--- config.mk ---
export PLATFORM = sky130hd
export DESIGN_NAME = store_buffer
export DESIGN_NICKNAME = d
export VERILOG_FILES = /design/src/rtl/store_buffer.sv
export SDC_FILE = /design/constraint.sdc
export NUM_CORES = 1
export LEC_CHECK = 0
export BUFFER_PORTS_ARGS = -buffer_cell sky130_fd_sc_hd__buf_4
export CAP_MARGIN = 0
export CORE_ASPECT_RATIO = 1.5
export CORE_MARGIN = 8
export CORE_UTILIZATION = 49
export CTS_CLUSTER_DIAMETER = 100
export DETAILED_ROUTE_END_ITERATION = 10
export GPL_TIMING_DRIVEN = 0
export PLACE_DENSITY = 0.82
export SLEW_MARGIN = 20
export SYNTH_ARGS = -nofsm -noshare
export SYNTH_HDL_FRONTEND = slang
export SYNTH_SLANG_ARGS = --single-unit
--- constraint.sdc ---
create_clock -name clk -period 2.1 [get_ports clk]
set_clock_uncertainty 0.2 [all_clocks]
set_input_delay 0.105 -clock clk [delete_from_list [all_inputs] [get_ports clk]]
set_output_delay 0.105 -clock clk [all_outputs]
set_load 0.005 [all_outputs]
--- src/rtl/store_buffer.sv ---
// Store buffer between the core and memory. It queues byte-masked stores and drains them to memory in order.
// Latency: a store pushed in cycle N is presented on mem_w* in cycle N+1 at the earliest.
// Backpressure: none is applied to the core; a push into a full buffer with no pop is dropped and sets sticky sb_overflow.
// Optional: define STBUF_FWD_EN to forward buffered store bytes onto load data (youngest match wins per byte lane).
module store_buffer #(
  parameter int DEPTH = 4
) (
  input  logic        clk,
  input  logic        rst,
  input  logic [31:0] data_addr,
  input  logic [3:0]  datamem_wr,
  input  logic [7:0]  data_out0,
  input  logic [7:0]  data_out1,
  input  logic [7:0]  data_out2,
  input  logic [7:0]  data_out3,
  output logic [31:0] data_in,
  output logic [31:0] mem_raddr,
  input  logic [31:0] mem_rdata,
  output logic        mem_wvalid,
  input  logic        mem_wready,
  output logic [31:0] mem_waddr,
  output logic [31:0] mem_wdata,
  output logic [3:0]  mem_wstrb,
  output logic        sb_full,
  output logic        sb_empty,
  output logic        sb_overflow
);

  localparam int PW = $clog2(DEPTH);
  localparam int CW = PW + 1;

  logic [29:0]   addr_q [DEPTH];
  logic [29:0]   addr_d [DEPTH];
  logic [3:0]    strb_q [DEPTH];
  logic [3:0]    strb_d [DEPTH];
  logic [31:0]   data_q [DEPTH];
  logic [31:0]   data_d [DEPTH];
  logic [PW-1:0] wr_ptr_q, wr_ptr_d;
  logic [PW-1:0] rd_ptr_q, rd_ptr_d;
  logic [CW-1:0] count_q, count_d;
  logic          ovf_q, ovf_d;

  logic push_req, push, pop;

  assign sb_empty    = (count_q == '0);
  assign sb_full     = (count_q == CW'(DEPTH));
  assign sb_overflow = ovf_q;

  // A slot frees up in the same cycle as a pop, so a full buffer still accepts a push then.
  assign push_req = |datamem_wr;
  assign pop      = mem_wvalid && mem_wready;
  assign push     = push_req && (!sb_full || pop);

  // Head payload is gated to zero while empty so stale discarded entries never show.
  assign mem_wvalid = !sb_empty;
  assign mem_waddr  = sb_empty ? 32'd0 : {addr_q[rd_ptr_q], 2'b00};
  assign mem_wdata  = sb_empty ? 32'd0 : data_q[rd_ptr_q];
  assign mem_wstrb  = sb_empty ? 4'd0  : strb_q[rd_ptr_q];
  assign mem_raddr  = data_addr;

  // Next-state: write tail on push, advance head on pop, track occupancy and drops.
  always_comb begin
    addr_d   = addr_q;
    strb_d   = strb_q;
    data_d   = data_q;
    wr_ptr_d = wr_ptr_q;
    rd_ptr_d = rd_ptr_q;
    count_d  = count_q;
    ovf_d    = ovf_q | (push_req && sb_full && !pop);
    if (push) begin
      addr_d[wr_ptr_q] = data_addr[31:2];
      strb_d[wr_ptr_q] = datamem_wr;
      data_d[wr_ptr_q] = {data_out3, data_out2, data_out1, data_out0};
      wr_ptr_d         = wr_ptr_q + PW'(1);
    end
    if (pop) begin
      rd_ptr_d = rd_ptr_q + PW'(1);
    end
    if (push && !pop) begin
      count_d = count_q + CW'(1);
    end else if (pop && !push) begin
      count_d = count_q - CW'(1);
    end
  end

  // Control state with synchronous reset; reset overrides any push or pop in the same cycle.
  always_ff @(posedge clk) begin
    if (rst) begin
      wr_ptr_q <= '0;
      rd_ptr_q <= '0;
      count_q  <= '0;
      ovf_q    <= 1'b0;
    end else begin
      wr_ptr_q <= wr_ptr_d;
      rd_ptr_q <= rd_ptr_d;
      count_q  <= count_d;
      ovf_q    <= ovf_d;
    end
  end

  // Entry storage needs no reset: occupancy alone decides which slots are live.
  always_ff @(posedge clk) begin
    addr_q <= addr_d;
    strb_q <= strb_d;
    data_q <= data_d;
  end

`ifdef STBUF_FWD_EN
  logic [31:0]   fwd_data;
  logic [PW-1:0] fwd_idx;

  // Scan live entries oldest to youngest so the youngest matching byte overrides earlier ones.
  // Only registered entries are scanned, so a same-cycle push never forwards, and a popping head still does.
  always_comb begin
    fwd_data = mem_rdata;
    fwd_idx  = '0;
    for (int i = 0; i < DEPTH; i++) begin
      fwd_idx = rd_ptr_q + PW'(i);
      if ((CW'(i) < count_q) && (addr_q[fwd_idx] == data_addr[31:2])) begin
        for (int b = 0; b < 4; b++) begin
          if (strb_q[fwd_idx][b]) begin
            fwd_data[8*b +: 8] = data_q[fwd_idx][8*b +: 8];
          end
        end
      end
    end
  end

  assign data_in = fwd_data;
`else
  assign data_in = mem_rdata;
`endif

endmodule

# Word level (Yosys, flattened, before mapping)
# Cells that the tools add are included.
[totals] wordCells=65 reg_bits=272
[classes] bitwise=3 n_reduce_logical=15 mux=23 eq_ne=1 magnitude_cmp=3 addsub=4
[op_table] cell="$mux W32" count=5
[op_table] cell="$bwmux W128" count=1
[op_table] cell="$bwmux W120" count=1
[op_table] cell="$mux W30" count=3
[op_table] cell="$bmux W32 S2" count=1
[op_table] cell="$demux W32 S2" count=1
[op_table] cell="$bmux W30 S2" count=1
[op_table] cell="$demux W30 S2" count=1
[op_table] cell="$bwmux W16" count=1
[op_table] cell="$mux W4" count=4
[op_table] cell="$bmux W4 S2" count=1
[op_table] cell="$demux W4 S2" count=1
[op_table] cell="$logic_and A1 B1 Y1" count=7
[op_table] cell="$ge A3 B3 Y1 const B" count=2
[op_table] cell="$mux W3" count=2
[op_table] cell="$not A2 Y3" count=2
[op_table] cell="$add A2 B1 Y2 const B" count=2
[op_table] cell="$logic_not A1 Y1" count=4
[op_table] cell="$reduce_or A4 Y1" count=1
[op_table] cell="$add A3 B1 Y3 const B" count=1
[op_table] cell="$eq A3 B3 Y1 const B" count=1
[op_table] cell="$logic_not A3 Y1" count=1
[op_table] cell="$lt A3 B1 Y1 const B" count=1
[op_table] cell="$sub A3 B1 Y3 const B" count=1
[op_table] cell="other kinds (3)" count=3

# Logic depth before layout (Yosys ltp)
[logic_depth] depth_word=9 mapped_depth=9

# Worst setup path after synthesis
# OpenSTA, ideal clock, no wires.
[synth_path] path_type="reg-to-reg" startpoint="reg count_q[0]" endpoint="reg addr_q[0] (netlist name), enable pin" t_arrival_ns=1.639 stages_incl_launch_ff=5 slack_ns=-0.134 synth_period_minus_slack_ns=2.234 n_path_buf=1 cell_sequence="dfxtp_1 > nor4b_1 > nor2b_2 > buf_6 > and2_2"
[synth_between] elab_chain_cells=5
[synth_rtl] item="from (decl)" line_no="40" source="logic [CW-1:0] count_q, count_d;"
[synth_rtl] item="from (signal assigned)" line_no="96" source="count_q <= count_d;"
[synth_rtl] item="$logic_not A3 Y1" line_no="45" source="assign sb_empty = (count_q == '0);"
[synth_rtl] item="$logic_not A1 Y1" line_no="55" source="assign mem_wvalid = !sb_empty;"
[synth_rtl] item="$logic_and A1 B1 Y1" line_no="51" source="assign pop = mem_wvalid && mem_wready;"
[synth_rtl] item="$logic_or A1 B1 Y1 *" line_no="52" source="assign push = push_req && (!sb_full || pop);"
[synth_rtl] item="$logic_and A1 B1 Y1 *" line_no="52"
[synth_rtl] item="named net push" line_no="43" source="logic push_req, push, pop;"
[synth_rtl] item="to (signal assigned)" line_no="103" source="addr_q <= addr_d;"
[synth_rtl] item="to (decl)" line_no="32" source="logic [29:0] addr_q [DEPTH];"
# The timed path passes the listed nets; every way through them passes the cells marked *.
# A chain may end at the register's enable or synchronous reset.

# Worst setup path after layout
[layout_path] startpoint="reg rd_ptr_q[0]" endpoint="out mem_waddr[18]"
[layout_between] elab_chain_cells=5
[layout_rtl] item="from (decl)" line_no="39" source="logic [PW-1:0] rd_ptr_q, rd_ptr_d;"
[layout_rtl] item="from (signal assigned)" line_no="95" source="rd_ptr_q <= rd_ptr_d;"
[layout_rtl] item="$not A2 Y3 (implied by the code)" line_no="56" source="assign mem_waddr = sb_empty ? 32'd0 : {addr_q[rd_ptr_q], 2'b00};"
[layout_rtl] item="$bmux W30 S2" line_no="56"
[layout_rtl] item="$mux W30 (implied by the code) (2 in series)" line_no="56"
[layout_rtl] item="$mux W32" line_no="56"
[layout_rtl] item="to (decl)" line_no="21" source="output logic [31:0] mem_waddr,"
# No other way between the ends. The select of a mux whose other input is x is not followed.

==> impl_metrics.toml <==
[timing]
worst_slack_ns = -0.2796
setup_viol = 259
tns_ns = -31.72
slew_headroom_pct = 65.99
timing.final.crit_share_pct = 113.3
final_max_slew_viol_count = 0
max_freq_mhz = 420.2
hold_viol = 0
holdWs_ns = 0.1330
rsz0062_at_grt = "yes"
worst_slew_pin_slew_ns = 0.5101
fin_crit_ns = 2.380

[synth]
synthMuxAreaShare_pct = 13.91
synth_top_cell_area_share_pct = 72.49
netlist_instances = 538
yosys.area_share.xor_xnor_pct = 0.2403
syn_avg_cell_area_um2 = 20.33
synth-edff-count = 264
async_flop_share_pct = 0
yosysUniqueCellTypes = 27
synth_most_common_cell = "edfxtp_1"
synth-seq-cells = 272
synth_ff_type = "edfxtp_1"
synthTopCellsByArea = "edfxtp_1 72%, mux4_2 14%, buf_4 4.5%, and2_1 3.8%, dfxtp_1 1.5%"
yosysWarnings = 0
yosys.area_share.adder_pct = 0.7551
synth-simple-area-share_pct = 4.908
netlist_area_um2 = 10940
synthTopCellsByCount = "264 x edfxtp_1, 66 x and2_1, 66 x buf_4, 66 x mux4_2, 13 x clkbuf_1"
yosysTopAreaCell = "edfxtp_1"
synth_top_family_by_area = "multiplexers"
synth_compound_area_share_pct = 0.2975
seq_area_frac_synth_pct = 73.96

[critical_path]
r2r-end = "count_q[2]"
end_kind = "output port"
rr_worst_depth = 8
reg2reg_from = "count_q[2]"
rrSetupSlack_ns = -0.03
crit_type = "flop to output port"
cp-start-kind = "flop"
cp.arrival_ns = 2.07
path_max_fanout = 6
required_ns = 1.79

[clocking]
htreeDepth = 1
clkSinkCount = 272
clk_pin_slew_worst_paths_ns = 0.07
numCtsBuffers = 24
cts_tree = "yes"
clock-root-buffer = "clkbuf_16"
cts_max_path_buffers = 3
clkLatencyLatePin_ns = 0.52

[finish]
num_antenna_cells = 0
utilization_pct = 69.14
drive_gt1_share_pct = 55.90
fillers = 1328
final_cells = 1158
area_delta_synth_final_pct = 39.92
nets = 973

[drt]
drc_errors = 0
wl_per_cell_um = 22.75
postRouteAntennaNets = 0
postRouteWirelength_um = 26340
num_vias = 6082
first_pass_iters = 4
avgViaCountPerCell = 5.252
drt_iter0_markers = 343

[global_route]
antenna_found_initial = 0
grt_usage_pct = 18.04
grt_pass1_vias = 6675
gr-total-overflow = 0
grt_max_degree = 46
grt_first_pass_wirelength_um = 37270

[hold_path]
min_path_type = "input pin to flop"
holdPathStages = 2
worst_hold_path.endpoint = "data_q[89]"
min_from = "data_out3[1]"

[pwr]
p_int_mw = 14.42
p_sw_share_pct = 26.50
powerDensity_nw_per_um2 = 1282
clock_power_share_pct = 23.7
max-vdd-ir-drop_mv = 0.8531
p_leak_nw = 5.741
seq_power_share_pct = 37.7
p_switching_mw = 5.199
total_power_mw = 19.62
pwr-share-comb_pct = 38.6

[placement]
gp_congestion = 0.6861
io_buffers = 201
dp_hpwl_um = 15130
dp.cells = 1020

[die]
fp.dieW_um = 138.0
rows = 67
die_area_um2 = 27450
io_pins = 239
die_h_um = 199.0
core_um2 = 22130
start_util_pct = 49.41

[run_status]
violations = "setup timing"
status = "finished with violations"

[run]
drv_cap = 0
[cell families (layout without fill, tap and decap cells)]
family / after synthesis / after routing
compound gates: 6 / 6
xor+xnor: 3 / 3
fa+ha+maj: 6 / 6
buf+inv: 95 / 434
flops: 272 / 272
mux: 69 / 69
other cells: 1 / 2
simple gates: 86 / 90
[layout by cell type, fill, tap and decap left out, types with 4 or more instances in the layout]
| cell | Yosys | layout |
|---|---|---|
| buf_16 | 0 | 4 |
| buf_6 | 4 | 64 |
| and2_2 | 4 | 4 |
| mux4_2 | 66 | 66 |
| clkinv_2 | 0 | 4 |
| clkbuf_1 | 13 | 5 |
| clkinv_1 | 0 | 7 |
| ha_1 | 5 | 4 |
| dlygate4sd3_1 | 0 | 68 |
| nor2_1 | 6 | 6 |
| bufinv_16 | 0 | 5 |
| clkbuf_16 | 0 | 30 |
| and2_1 | 66 | 11 |
| edfxtp_1 | 264 | 264 |
| buf_12 | 0 | 8 |
| and2_4 | 0 | 59 |
| buf_4 | 66 | 226 |
[power by group through the flow]
stage          combinational, mW  clock (mW)  sequential (mW)
6_report                    7.57        4.65             7.41
2_1_floorplan               2.99           0             7.40
3_3_place_gp                5.36           0             7.46
5_1_grt                     8.04        4.91             7.49
4_1_cts                     6.70        4.68             7.40
3_5_place_dp                5.54           0             7.47
[state kept, by name (all words and copies together), names as in the netlist]
name	count
strb_q	16
sb_overflow	1
addr_q	120
wr_ptr_q	2
count_q	3
rd_ptr_q	2
data_q	128
[how the worst max path moves through the flow]
| stage | startpoint | to | slack (ns) | cells after the start |
|---|---|---|---|---|
| floorplan | count_q[2] | addr_q[0] | -0.1 | 4 |
| global placement | count_q[2] | addr_q[83] | -0.78 | 4 |
| detailed placement | datamem_wr[1] | count_q[2] | -0.25 | 10 |
| CTS | rd_ptr_q[0] | mem_waddr[27] | -0.31 | 5 |
| global route | rd_ptr_q[0] | mem_waddr[17] | -0.31 | 6 |
| finish | rd_ptr_q[0] | mem_waddr[18] | -0.28 | 6 |
[cell type report]
class | instances | area, um^2 | share of cell area [%]
plain buffers | 89 | 747.0 | 4.882
clock buffers | 27 | 633.1 | 4.138
clock inverters | 17 | 203.9 | 1.333
inverters | 4 | 15.01 | 0.09813
multi-input cells | 176 | 2429 | 15.87
flip-flops and latches | 272 | 8099 | 52.93
well taps | 276 | 345.3 | 2.257
repair buffers | 297 | 2829 | 18.49
[per-stage QoR]
stage | cell area [um^2] | setup slack [ns]
after floorplan | 10950 | -0.09528
after global placement | 12800 | -0.7770
after detailed placement | 12900 | -0.2474
after CTS | 14900 | -0.3062
after global routing | 15300 | -0.3137
final | 15300 | -0.2796
[timing repair]
action	in CTS	in global routing
pin swaps	9	25
cloned	5	6
gates resized for setup	101	76
setup buffers	12	5
setup endpoints to repair	221	246
endpoints found under the hold margin	272	17
hold buffers	68	4
[critical path, stage by stage (launching register included)]
cell     delay [ns]
dfxtp_2        0.33
buf_8          0.14
buf_6          0.13
buf_12         0.12
mux4_2         0.53
and2_4         0.19
buf_6          0.11
[routing by layer]
metal | share of wire, % | track usage, %
met5 | 0 | 0
met1 | 35 | 19.58
met4 | 3.3 | 7.911
met2 | 54 | 33.07
met3 | 7.5 | 3.362
Note: power is estimated with default switching activity, not from simulation.
